<file path="src/rtl/ledvideo_scan_ctrl.sv">
// ledvideo_scan_ctrl
// Row/bit-plane scan scheduler for the LED panel output path.
// Walks (row, plane) through the framebuffer with a blit start/done
// handshake, overlaps the shift of the next plane with the display of the
// current one, and swaps framebuffers at frame boundaries.
//
// Optional feature: define LEDVIDEO_BLIT_TIMEOUT_EN to enable the blit
// watchdog (sticky blit_err plus automatic re-request of the same plane).
// Without it blit_err is tied low and SHIFT waits indefinitely.
module ledvideo_scan_ctrl #(
  parameter int ROW_BITS   = 4,
  parameter int PLANE_BITS = 3,
  parameter int BASE_ON    = 8,
  parameter int TIMER_BITS = 24,
  parameter int TIMEOUT    = 4096
) (
  input  logic                  core_clk,
  input  logic                  core_rst,
  input  logic                  enable,
  input  logic                  frame_ready,
  input  logic                  blit_done,
  output logic                  blit_start,
  output logic [ROW_BITS-1:0]   blit_row,
  output logic [PLANE_BITS-1:0] blit_plane,
  output logic                  buf_sel,
  output logic                  frame_swap,
  output logic [ROW_BITS-1:0]   panel_addr,
  output logic                  panel_lat,
  output logic                  panel_oe_n,
  output logic [15:0]           frame_count,
  output logic                  blit_err
);

  localparam int IDX_BITS = ROW_BITS + PLANE_BITS;

  typedef enum logic [2:0] {
    ST_IDLE,
    ST_SHIFT,
    ST_WAIT,
    ST_BLANK,
    ST_LATCH,
    ST_DRAIN
  } state_t;

  state_t                state_reg;
  logic [TIMER_BITS-1:0] timer_reg;
  logic [TIMER_BITS-1:0] timer_next;
  logic [TIMER_BITS-1:0] on_time;
  logic                  disp_last;
  logic [IDX_BITS-1:0]   idx_cur;
  logic [IDX_BITS-1:0]   idx_inc;
  logic                  idx_last;
  logic                  wd_fire;

  // The display timer free-runs down to zero in every state.
  assign timer_next = (timer_reg == '0) ? '0 : timer_reg - 1'b1;

  // "Display is over" is judged on the value the timer takes at this edge,
  // so BLANK lands on the first dark cycle and the dark gap between two
  // back-to-back displays is exactly BLANK + LATCH.
  assign disp_last = (timer_next == '0);

  // Row and plane form one counter with the plane in the low bits, which
  // gives plane-fastest ordering and the wrap to (0,0) for free.
  assign idx_cur  = {blit_row, blit_plane};
  assign idx_inc  = idx_cur + 1'b1;
  assign idx_last = &idx_cur;

  // Binary-weighted on-time of the plane that has just been shifted.
  assign on_time = TIMER_BITS'(BASE_ON) << blit_plane;

`ifdef LEDVIDEO_BLIT_TIMEOUT_EN
  logic [15:0] wd_cnt_reg;

  // Fires on the last cycle of the allowed wait when no done has arrived.
  assign wd_fire = (state_reg == ST_SHIFT) && !blit_done &&
                   (wd_cnt_reg == 16'(TIMEOUT - 1));

  // Watchdog counts SHIFT cycles since the latest blit_start; it is zero in
  // every cycle that carries a blit_start pulse.
  always_ff @(posedge core_clk) begin
    if (core_rst) begin
      wd_cnt_reg <= '0;
    end else if (state_reg != ST_SHIFT || wd_fire) begin
      wd_cnt_reg <= '0;
    end else begin
      wd_cnt_reg <= wd_cnt_reg + 16'd1;
    end
  end

  // Sticky error flag, cleared only by reset.
  always_ff @(posedge core_clk) begin
    if (core_rst) begin
      blit_err <= 1'b0;
    end else if (wd_fire) begin
      blit_err <= 1'b1;
    end
  end
`else
  assign wd_fire  = 1'b0;
  assign blit_err = 1'b0;
`endif

  // Scan sequencer: state, index, timer and all panel/blit outputs.
  always_ff @(posedge core_clk) begin
    if (core_rst) begin
      state_reg   <= ST_IDLE;
      timer_reg   <= '0;
      blit_start  <= 1'b0;
      blit_row    <= '0;
      blit_plane  <= '0;
      buf_sel     <= 1'b0;
      frame_swap  <= 1'b0;
      panel_addr  <= '0;
      panel_lat   <= 1'b0;
      panel_oe_n  <= 1'b1;
      frame_count <= '0;
    end else begin
      blit_start <= 1'b0;
      frame_swap <= 1'b0;
      panel_lat  <= 1'b0;
      timer_reg  <= timer_next;
      panel_oe_n <= disp_last;

      case (state_reg)
        ST_IDLE: begin
          if (enable) begin
            state_reg  <= ST_SHIFT;
            blit_start <= 1'b1;
          end
        end

        ST_SHIFT: begin
          if (blit_done) begin
            state_reg <= disp_last ? ST_BLANK : ST_WAIT;
          end else if (wd_fire) begin
            // Same row/plane is re-requested; index is left untouched.
            blit_start <= 1'b1;
          end
        end

        ST_WAIT: begin
          if (disp_last) begin
            state_reg <= ST_BLANK;
          end
        end

        ST_BLANK: begin
          // Panel is dark here, so the row address can move safely.
          panel_addr <= blit_row;
          panel_lat  <= 1'b1;
          state_reg  <= ST_LATCH;
        end

        ST_LATCH: begin
          timer_reg                <= on_time;
          panel_oe_n               <= (on_time == '0);
          {blit_row, blit_plane}   <= idx_inc;
          if (idx_last) begin
            frame_count <= frame_count + 16'd1;
            if (frame_ready) begin
              buf_sel    <= ~buf_sel;
              frame_swap <= 1'b1;
            end
          end
          if (enable) begin
            state_reg  <= ST_SHIFT;
            blit_start <= 1'b1;
          end else begin
            state_reg <= ST_DRAIN;
          end
        end

        ST_DRAIN: begin
          if (disp_last) begin
            state_reg  <= ST_IDLE;
            blit_row   <= '0;
            blit_plane <= '0;
          end
        end

        default: begin
          state_reg <= ST_IDLE;
        end
      endcase
    end
  end

endmodule

</file>
<file path="config.mk">
export PLATFORM = sky130hd
export DESIGN_NAME = ledvideo_scan_ctrl
export DESIGN_NICKNAME = d
export VERILOG_FILES = /design/src/rtl/ledvideo_scan_ctrl.sv
export SDC_FILE = /design/constraint.sdc
export NUM_CORES = 1
export LEC_CHECK = 0
export ABC_AREA = 1
export CAP_MARGIN = 10
export CORE_ASPECT_RATIO = 0.7
export CORE_MARGIN = 8
export CORE_UTILIZATION = 50
export DETAILED_ROUTE_END_ITERATION = 8
export GPL_TIMING_DRIVEN = 0
export PLACE_DENSITY = 0.72
export SETUP_SLACK_MARGIN = 0.15
export SYNTH_ARGS = -nofsm -noshare
export SYNTH_HDL_FRONTEND = slang
export SYNTH_SLANG_ARGS = --single-unit
</file>
<file path="constraint.sdc">
create_clock -name core_clk -period 2.98 [get_ports core_clk]
set_clock_uncertainty 0.05 [all_clocks]
set_input_delay 0.894 -clock core_clk [delete_from_list [all_inputs] [get_ports core_clk]]
set_output_delay 0.894 -clock core_clk [all_outputs]
set_load 0.02 [all_outputs]
</file>
==> results.cfg <==
[cells_and_area]
layout.cells.most_common = nand2_1
fin_cells = 647
seq_area_um2 = 1180
largest_reg_flops = 24
multiInputGateArea_um2 = 1920
insertedDiodeCount = 0
drive_gt1_share_pct = 10.5
n_fill_cell = 644
finalNetCount = 563
final_cell_mix = nand2_1 (101), nor2_1 (77), dfxtp_1 (59)
area_growth_pct = 18.8

[drt]
post_drt_wl_per_cell_um = 13.0
first_pass_iters = 5
drtIter0Drc = 252
drc = 0
num_vias = 3354
viasPerCell = 5.18
finalWirelength_mm = 8.40
ant_nets = 0

[global_route]
grt.total_usage_pct = 18.2
overflow = 0
antenna_found_initial = 0
grt_pass1_vias = 3046
grt_pass1_wl_mm = 14.3
grt_max_degree = 11

[sta]
hold_violations = 0
finalMaxSlewViolations = 0
worst_pin_slew_ns = 0.999
rsz0062_at_grt = false
relSlewSlack_pct = 32.9
timing.final.crit_period_ns = 2.42
setup_viol = 0
finalCritPeriodShare_pct = 81.3
fmax_ghz = 0.413
fin_tns_setup_ns = 0

[hold_path]
holdCritStartpoint = frame_count[8]
hp-class = reg2reg

[worst_setup_path]
critPathMaxStageDelay_ns = 0.67
crit_type = reg2out
critPathLaunch = blit_plane[2]
path_delay_family = buffers and inverters
worstPathRequired_ns = 2.04
cp.arrival_ns = 1.48
startpoint_type = flop
crit_slowest_cell = clkdlybuf4s50_1
setup.worst_path.end_class = primary output
cp_max_fo = 8
crit_buf_inv = 1
path_cells = clkdlybuf4s50_1
rr_startpoint = timer_reg[0]

[pwr]
power_density_nw_per_um2 = 1170
vdd_drop_max_mv = 0.625
power.leakage_uw = 0.00174

[yosys]
synth_area_um2 = 3390
syn_inst = 503
yosys-top-cells-area = dfxtp_1 (35%), nand2_1 (11%), nor2_1 (8.5%)
synth.largest_area_cell = dfxtp_1
synth-edff-count = 0
post_synth.cell_area_avg_um2 = 6.74
postSynth.asyncResetShare_pct = 0
synth-seq-cells = 59
synth_ff_type = dfxtp_1
synth_nets = 517
synth_seq_area_share_pct = 34.9
ys.warnings.count = 0
yosysUniqueCellTypes = 37
synth_top_area_share_pct = 34.9

[clock_tree]
clk_latency_ns = 0.33
postCtsSetupBuffers = 0
clk_pin_slew_ns = 0.07
cts_buffers = 9
clock_path_buffers = 2
clockRootBuffer = clkbuf_8
cts_tree = yes
htreeDepth = 3
clkSinkCount = 59
postCtsResizedCells = 0
postCtsHoldBufs = 0

[floorplan]
num_io_pins = 38
die_h_um = 84.9
num_rows = 25
start_util_pct = 50.9
dieArea_um2 = 9710
coreArea_um2 = 6660
die_x_um = 114

[run]
cap_violations = 0

[run_status]
status = finished, final reports clean

[placed_design]
dpl.cell_count = 632
dp.final_hpwl_mm = 6.46
gp_congestion = 0.922
port_buffers = 35
[path summary, 6_finish.rpt]
kind	end	slack, ns	depth (start not counted)
worst min register to register	frame_count[8]	0.45	2
worst min-delay path	frame_count[8]	0.45	2
worst max register to register	blit_row[0]	0.61	14
worst max-delay path	blit_plane[2]	0.56	1
[where the power goes]
part / switching [uW] / internal, uW / leakage (uW) / total (uW)
Combinational: 1920 / 956 / 0.00117 / 2870
Sequential: 203 / 982 / 0.000480 / 1190
Clock: 318 / 315 / 0.0000839 / 633
Total: 2440 / 2250 / 0.00174 / 4690
[final cells by class]
type / instances / area share, %
Sequential cell: 59 / 29.4
Timing Repair Buffer: 35 / 8.71
Buffer: 12 / 1.80
Tap cell: 94 / 2.92
Clock inverter: 5 / 0.746
Clock buffer: 10 / 3.42
Multi-Input combinational cell: 376 / 47.8
Inverter: 56 / 5.22
[layer usage]
layer	vias up	GRT usage (%)	share of wire [%]
li1	1732	-	-
met1	1515	25.8	51
met2	97	25.9	41
met3	10	5.17	7.2
met4	0	4.93	1.1
met5	-	0	0
[per-stage QoR]
| stage | setup WS [ns] | cell area [um2] | total power (uW) | hold slack [ns] | util (%) |
|---|---|---|---|---|---|
| 3_5_place_dp | 0.459 | 3860 | 4040 | 0.428 | 57.9 |
| 5_1_grt | 0.287 | 4020 | 5170 | 0.483 | 60.4 |
| 2_1_floorplan | 0.938 | 3390 | 3410 | 0.492 | - |
| 3_3_place_gp | 0.443 | 3860 | 3980 | 0.422 | 57.9 |
| 4_1_cts | 0.543 | 4020 | 4690 | 0.439 | 60.4 |
| 6_report | 0.557 | 4020 | 4690 | 0.445 | 60.4 |
[cells in the mapped netlist, types with 2 or more instances]
library cell and number:
nand2_1 101, nor2_1 77, dfxtp_1 59, nand3_1 57
inv_1 52, a21oi_1 27, o21ai_0 24, nand4_1 11
nor2_2 11, ha_1 9, nor3_1 9, clkbuf_1 6
nand2_2 6, xor2_1 6, nand3_2 5, nor2_4 5
buf_4 3, inv_2 3, nand2_4 3, o21a_1 3
o21bai_1 3, a31oi_1 2, and2_1 2, buf_6 2
nor4_1 2, o32ai_1 2, or2_2 2, xnor2_1 2
[kinds of logic (layout without fill, tap and decap cells)]
family	after synthesis	count (layout)	synth area share (%)
buffers and inverters	68	118	8.35
other	1	1	0.111
DFF	59	59	34.9
adders and majority gates	9	9	3.32
AOI/OAI and AO/OA	64	64	10.4
xor gates and xnor gates	8	8	2.07
and+or+nand+nor	294	294	40.9
(Power assumes the default switching activity.)
